===== src/rtl/pkt_sat_cnt.sv =====
// pkt_sat_cnt: saturating up-counter with asynchronous active-high reset.
// Counts inc pulses and sticks at all-ones.
module pkt_sat_cnt #(
    parameter int CNT_W = 16
) (
    input  logic             clk,
    input  logic             reset,
    input  logic             inc,
    output logic [CNT_W-1:0] count
);

    logic [CNT_W-1:0] count_reg;

    // Increment on request unless already at the top value.
    always_ff @(posedge clk or posedge reset) begin
        if (reset) begin
            count_reg <= '0;
        end else if (inc && (count_reg != {CNT_W{1'b1}})) begin
            count_reg <= count_reg + CNT_W'(1);
        end
    end

    assign count = count_reg;

endmodule


===== config.mk =====
export PLATFORM = sky130hd
export DESIGN_NAME = pkt_sat_cnt
export DESIGN_NICKNAME = d
export VERILOG_FILES = /design/src/rtl/pkt_sat_cnt.sv
export SDC_FILE = /design/constraint.sdc
export NUM_CORES = 1
export LEC_CHECK = 0
export BUFFER_PORTS_ARGS = -buffer_cell sky130_fd_sc_hd__buf_4
export CAP_MARGIN = 0
export CELL_PAD_IN_SITES_DETAIL_PLACEMENT = 1
export CELL_PAD_IN_SITES_GLOBAL_PLACEMENT = 1
export CORE_UTILIZATION = 42
export CTS_BUF_LIST = sky130_fd_sc_hd__clkbuf_16
export CTS_CLUSTER_DIAMETER = 80
export DETAILED_ROUTE_END_ITERATION = 7
export PLACE_DENSITY = 0.79
export SYNTH_ARGS = -nofsm -noshare
export SYNTH_HDL_FRONTEND = slang
export SYNTH_SLANG_ARGS = --single-unit

===== constraint.sdc =====
create_clock -name clk -period 4.2 [get_ports clk]
set_input_delay 0.42 -clock clk [delete_from_list [all_inputs] [get_ports clk]]
set_output_delay 0.42 -clock clk [all_outputs]
set_load 0.1 [all_outputs]

==> results.toml, run 1 <==
[yosys]
seq_area_frac_synth = 0.497
postSynthNetCount = 75
syn_inst = 71
synthSimpleGateAreaFrac = 0.301
synthMuxAreaShare = 0.0404
syn_area_sq_um = 806
ys_ff_latch = 16
synth_cell_type_count = 22
synthTopCellsByArea = "dfrtp_1, xnor2_1, nand3_1"
ys.warnings.count = 0
synthAdderAreaFrac = 0.0155
synth_top_area_frac = 0.497
avgSynthCellArea_sq_um = 11.3
synth_top_family_by_area = "simple AND/OR/NAND/NOR gates"
yosys.area.top_type = "dfrtp_1"
synth_compound_area_frac = 0.0217
synth_xor_area_frac = 0.120

[route]
vias_per_cell = 5.47
drtPass1Iterations = 4
drt_wl_total_um = 1930
ant_nets = 0
vias = 645
drt_iter0_drc = 8
drc_errors = 0
wl_per_cell_um = 16.3

[timing]
hold_viol = 0
fin_tns_setup_ns = 0
setup_violations = 0
post-route-period-util = 0.401
post-route-min-period_ns = 1.69
grt_setup_unrepaired = "false"
max_freq_mhz = 593
timing.slew.headroom = 0.586
drv_slew = 0
finClkSkew_ns = 0.00354
tightest_slew_ns = 0.620

[placement]
placed_area_sq_um = 972
gp_congestion = 0.715
hpwl_um = 1370
port_buffers = 18

[clock_tree]
cts-resized-gates = 0
clockBufferDepth = 2
cts-root-buf = "clkbuf_16"
cts_made_buffers = 3
clk_pin_slew_ns = 0.05
worstSkewPairLatency_ns = 0.25
cts_sinks = 16
cts_hold_buf = 0
cts_htree_levels = 1
postCtsSetupBuffers = 0
cts_tree = "built"

[floorplanning]
core_sq_um = 1760
initial_utilization = 0.457
die_h_um = 45.8
die_w_um = 45.8
die_area_sq_um = 2100
io_pins = 19
row_count = 15

[cells_and_area]
layout-drive-gt1-share = 0.312
num_antenna_cells = 0
final_area_sq_um = 1050
n_fill_cell = 204
layout_common_cells = "buf_4, dfrtp_1, xnor2_1, nand3_1, nand2_1"
largest_reg_flops = 16
final_nets = 98
layout_commonest_cell = "buf_4"
area_growth_pct = 30.4

[grt]
grt_pass1_wl_um = 3220
grt-ovfl-total = 0
grt_pass1_vias = 650
antenna_found_initial = 0
grt_usage = 0.223
grt_max_degree = 17

[worst_setup_path]
worstPathMaxFanout = 9
cp.required_ns = 4.33
critPathCaptureType = "flip-flop"
max_stage_delay_ns = 0.42
critPathArrivalTime_ns = 1.82
crit_family = "simple AND/OR/NAND/NOR gates"
critical_path_buf_inv_count = 0
path_class = "reg2reg"
crit_chain = "ha_1 > and3_1 > nand4_4 > nand2_2 > mux2_2"
startpoint_type = "flip-flop"
crit_slowest_cell = "dfrtp_1"

[hold_path]
hold_class = "in2async"

[pwr]
p_leak_nw = 0.505
powerDensity_nw_per_um2 = 782
max-vdd-ir-drop_v = 0.000599

[status]
outcome = "finished clean"

[flow_run]
maxCapViolCount = 0
-- through the flow --
stage	cells	power [W]	worst slack, ns	utilization	hold WS, ns
3_3_place_gp	114	0.000622	2.58	0.551	0.500
6_report	118	0.000822	2.51	0.596	0.249
3_5_place_dp	114	0.000634	2.53	0.551	0.523
5_1_grt	118	0.000853	2.39	0.596	0.316
4_1_cts	118	0.000828	2.50	0.596	0.273
2_1_floorplan	71	0.000544	1.99	-	0.334
-- layer usage --
layer | up-vias | track usage | wire [um]
met5 | - | 0 | 0
met2 | 15 | 0.349 | 961
met1 | 324 | 0.298 | 874
met4 | 0 | 0.0882 | 21
met3 | 4 | 0.0516 | 71
li1 | 302 | - | -
-- worst paths after layout --
kind / start / end / slack [ns] / cells after the start
setup / recovery: count[0] / count[1] / 2.51 / 5
hold / removal: reset / count[13] / 0.25 / 2
setup reg to reg: count[0] / count[1] / 2.51 / 5
hold reg to reg: count[15] / count[15] / 0.53 / 1
max in group asynchronous: reset / count[8] / 3.55 / 2
min in group clk: inc / count[0] / 0.48 / 3
-- report_power, final --
part	switching [W]	leakage [nW]	internal, W
clock network	0.0000635	0.0385	0.000127
registers	0.0000571	0.211	0.000188
logic	0.000304	0.255	0.0000828
total	0.000425	0.505	0.000398
-- cell usage after synthesis --
library cell  number
a21oi_1            2
and2_1             1
and3_1             4
and3_2             1
and4_1             3
and4_2             1
dfrtp_1           16
ha_1               1
inv_1              1
mux2_2             2
mux2i_1            1
nand2_1            6
nand2_2            1
nand2b_1           1
nand3_1            7
nand4_1            5
nand4_2            1
nand4_4            1
nor2_1             3
nor4_4             1
o21a_1             1
xnor2_1           11
-- worst register-to-register path, stage by stage (launching register included) --
cell     delay, ns
dfrtp_1       0.42
ha_1          0.23
and3_1        0.25
nand4_4       0.20
nand2_2       0.14
mux2_2        0.33
-- cells by family (layout without fill, tap and decap cells) --
group	count (synthesis)	count (layout)
and+or+nand+nor	36	36
DFF	16	16
xor gates and xnor gates	11	11
buffers and inverters	1	23
adders and majority gates	1	1
AOI/OAI and AO/OA	3	3
muxes	3	3
-- final cells by class --
type,instances,area (sq um),area share
clock buffer,3,75.1,0.0714
inverter,1,3.75,0.00357
multi-input combinational,54,402,0.382
tap,25,31.3,0.0298
clock inverter,1,3.75,0.00357
sequential,16,400,0.381
timing repair buffer,18,135,0.129
Power figures use the tool's default switching activity.
==> inputs of run 2 (changes only) <==
Settings changed: CORE_UTILIZATION 42 to 39, PLACE_DENSITY 0.79 to 0.74.
Clock period 4.2 ns to 1.8 ns, I/O delays scaled along.
==> results.toml, run 2 (synthesis results as in run 1) <==
[status]
outcome = "finished clean"

[route]
ant_nets = 0
vias = 657
drt_iter0_drc = 1
vias_per_cell = 5.48
drc_errors = 0
drtPass1Iterations = 3
drt_wl_total_um = 1880
wl_per_cell_um = 15.6

[cells_and_area]
final_area_sq_um = 1080
multi_input_area_sq_um = 402
layout_commonest_cell = "buf_4"
layout-drive-gt1-share = 0.484
regArea_sq_um = 425
largest_reg_flops = 16
num_antenna_cells = 0
final_core_util = 0.555
final_nets = 98
area_growth_pct = 33.9
n_fill_cell = 233
layout_common_cells = "buf_4, dfrtp_2, xnor2_1, nand3_1, nand2_1"

[grt]
grt_pass1_vias = 637
grt_max_degree = 17
grt_usage = 0.191
grt_pass1_wl_um = 2930
antenna_found_initial = 0
grt-ovfl-total = 0

[floorplanning]
die_area_sq_um = 2250
die_w_um = 47.5
core_sq_um = 1940
io_pins = 19
die_h_um = 47.5
initial_utilization = 0.415
row_count = 16

[worst_setup_path]
worstPathMaxFanout = 9
reg2reg_from = "count[0]"
crit_slowest_cell = "dfrtp_4"
crit_start = "count[0]"
critPathCaptureType = "flip-flop"
cp.required_ns = 1.93
crit_chain = "ha_1 > and3_1 > nand4_4 > nand2_2 > mux2_2"
r2r_cells = 5
max_stage_delay_ns = 0.44
startpoint_type = "flip-flop"
rrSetupSlack_ns = 0.14
endpoint = "count[1]"
critPathArrivalTime_ns = 1.79
path_class = "reg2reg"
r2r_end = "count[1]"

[pwr]
powerDensity_nw_per_um2 = 1790
p_leak_nw = 0.482
internal-power_w = 0.000956
seqPwrFrac = 0.307
swShare = 0.506
max-vdd-ir-drop_v = 0.00157
power_frac_clock = 0.227
switching_power_w = 0.000979
combPwrFrac = 0.466

[timing]
setup_violations = 0
tightest_slew_ns = 0.617
hold_viol = 0
drv_slew = 0
timing.slew.headroom = 0.588
post-route-min-period_ns = 1.66
max_freq_mhz = 603
post-route-period-util = 0.922
fin_tns_setup_ns = 0
grt_setup_unrepaired = "false"
fin_ws_ns = 0.140
finClkSkew_ns = 0.00331
whs_ns = 0.0125

[flow_run]
maxCapViolCount = 0

[clock_tree]
cts_made_buffers = 3
cts-root-buf = "clkbuf_16"
cts_hold_buf = 0
cts_sinks = 16
worstSkewPairLatency_ns = 0.25
clockBufferDepth = 2
cts_htree_levels = 1
clk_pin_slew_ns = 0.05
cts_tree = "built"
postCtsSetupBuffers = 0
cts-resized-gates = 0

[placement]
place_ws_ns = 0.140
gp_congestion = 0.699
hpwl_um = 1380
placed_area_sq_um = 1000
port_buffers = 18

[hold_path]
hold_class = "in2async"
## run 2: cell count changes in the layout (fill, tap and decap cells not counted)
cell / previous run / this run
dfrtp_2: 0 / 14
dfrtp_4: 0 / 2
dfrtp_1: 16 / 0
## run 2: layer usage
layer	share of wire	track usage
met5	0	0
met4	0.0037	0.0686
met3	0.035	0.0340
met2	0.53	0.323
met1	0.43	0.243
## run 2: through the flow
step | power (W) | cells
after floorplan | 0.00130 | 71
after global placement | 0.00148 | 116
after detailed placement | 0.00150 | 116
after CTS | 0.00195 | 120
after global routing | 0.00201 | 120
final | 0.00194 | 120
## run 2: worst min-delay path by stage
stage / start / to / slack [ns] / cells after the start
after floorplan: reset / count[0] / 0.09 / 1
after global placement: reset / count[1] / 0.29 / 2
after detailed placement: reset / count[1] / 0.29 / 2
after CTS: reset / count[3] / 0.03 / 2
after global routing: reset / count[15] / 0.07 / 2
final: reset / count[12] / 0.01 / 2
## run 2: power by group through the flow
stage	logic, W	clock network [W]	registers [W]
6_report	0.000902	0.000439	0.000595
3_5_place_dp	0.000904	0	0.000600
5_1_grt	0.000933	0.000462	0.000611
3_3_place_gp	0.000896	0	0.000587
4_1_cts	0.000907	0.000448	0.000595
2_1_floorplan	0.000158	0	0.00114
## run 2: area by class of cell
cell class                      instances  area share
Clock buffer                            3      0.0696
Clock inverter                          1     0.00348
Inverter                                1     0.00348
Multi-Input combinational cell         54       0.372
Sequential cell                        16       0.394
Tap cell                               27      0.0313
Timing Repair Buffer                   18       0.125
## run 2: worst max-delay path, delay by kind of cell, from the launching register on
| kind | cells | cell delay [ns] |
|---|---|---|
| fa+ha+maj | 1 | 0.20 |
| flops | 1 | 0.44 |
| mux | 1 | 0.33 |
| simple gates | 3 | 0.57 |
==> inputs of run 3 (changes only) <==
Settings changed: CORE_MARGIN set to 3.
==> results.toml, run 3 (synthesis results as in run 1) <==
[floorplanning]
initial_utilization = 0.438
die_area_sq_um = 2650
core_sq_um = 1840
die_w_um = 51.5
die_h_um = 51.5
io_pins = 19
row_count = 15

[grt]
grt_pass1_wl_um = 3270
grt_max_degree = 17
grt_pass1_vias = 657
grt-ovfl-total = 0
antenna_found_initial = 0
grt_usage = 0.174

[route]
drt_wl_total_um = 1950
wl_per_cell_um = 16.5
drt_iter0_drc = 3
drc_errors = 0
ant_nets = 0
drtPass1Iterations = 4
vias = 640
vias_per_cell = 5.42

[worst_setup_path]
crit_family = "simple AND/OR/NAND/NOR gates"
crit_chain = "ha_1 > and4_1 > nand3_1 > nor2_1 > mux2_2"
rrSetupSlack_ns = 0.11
crit_slowest_cell = "dfrtp_4"
startpoint_type = "flip-flop"
worstPathMaxFanout = 5
r2r_end = "count[14]"
path_class = "reg2reg"
cp.required_ns = 1.93
max_stage_delay_ns = 0.44
r2r_cells = 5
critical_path_buf_inv_count = 0
critPathArrivalTime_ns = 1.82
reg2reg_from = "count[0]"
critPathCaptureType = "flip-flop"

[clock_tree]
clk_pin_slew_ns = 0.05
postCtsSetupBuffers = 0
cts-root-buf = "clkbuf_16"
cts-resized-gates = 0
cts_made_buffers = 3
cts_sinks = 16
cts_htree_levels = 1
cts_hold_buf = 0
clockBufferDepth = 2
cts_tree = "built"
worstSkewPairLatency_ns = 0.25

[cells_and_area]
area_growth_pct = 33.5
layout_common_cells = "buf_4, dfrtp_2, xnor2_1, nand3_1, nand2_1"
layout_commonest_cell = "buf_4"
final_nets = 98
layout.cells.non_filler = 118
n_fill_cell = 218
largest_reg_flops = 16
multi_input_area_sq_um = 402
layout-drive-gt1-share = 0.484
regArea_sq_um = 425
num_antenna_cells = 0

[timing]
finClkSkew_ns = 0.00314
fin_ws_ns = 0.105
grt_setup_unrepaired = "false"
post-route-period-util = 0.941
post-route-min-period_ns = 1.69
drv_slew = 0
max_freq_mhz = 590
tightest_slew_ns = 0.660
fin_tns_setup_ns = 0
hold_viol = 0
timing.slew.headroom = 0.560
setup_violations = 0

[placement]
hpwl_um = 1430
place_inst = 114
gp_congestion = 0.748
place_ws_ns = 0.133
port_buffers = 18

[status]
outcome = "finished clean"

[flow_run]
maxCapViolCount = 0

[pwr]
p_leak_nw = 0.482
powerDensity_nw_per_um2 = 1800
max-vdd-ir-drop_v = 0.00161

[hold_path]
hold_class = "in2async"
[run 3: area by class of cell]
type,count,share of cell area
sequential,16,0.395
multi-input combinational,54,0.373
timing repair buffer,18,0.126
clock buffer,3,0.0698
tap,25,0.0291
clock inverter,1,0.00349
inverter,1,0.00349
[run 3: power breakdown]
part	total, W	internal (W)	leakage (nW)	switching (W)
sequential	0.000593	0.000467	0.188	0.000126
clock	0.000434	0.000295	0.0385	0.000140
combinational	0.000905	0.000195	0.255	0.000710
[run 3: routing by layer]
metal | up-vias | global-route usage | part of all wire
li1 | 303 | - | -
met1 | 316 | 0.203 | 0.47
met2 | 16 | 0.286 | 0.46
met3 | 5 | 0.0496 | 0.046
met4 | 0 | 0.0917 | 0.021
met5 | - | 0 | 0
[run 3: worst max-delay path by stage]
stage	startpoint	to	slack, ns	cells after the start
3_3_place_gp	count[0]	count[1]	0.17	5
5_1_grt	count[0]	count[14]	0.03	5
2_1_floorplan	count[12]	count[1]	0.02	4
4_1_cts	count[0]	count[14]	0.12	5
6_report	count[0]	count[14]	0.11	5
3_5_place_dp	count[0]	count[14]	0.13	5
[run 3: per-stage QoR]
stage / power, W / instance area, sq um / util / hold slack, ns
after floorplan: 0.00130 / 831 / - / 0.0928
after global placement: 0.00148 / 997 / 0.542 / 0.292
after detailed placement: 0.00150 / 997 / 0.542 / 0.299
after CTS: 0.00194 / 1080 / 0.585 / 0.0429
after global routing: 0.00201 / 1080 / 0.585 / 0.0668
final: 0.00193 / 1080 / 0.585 / 0.0289
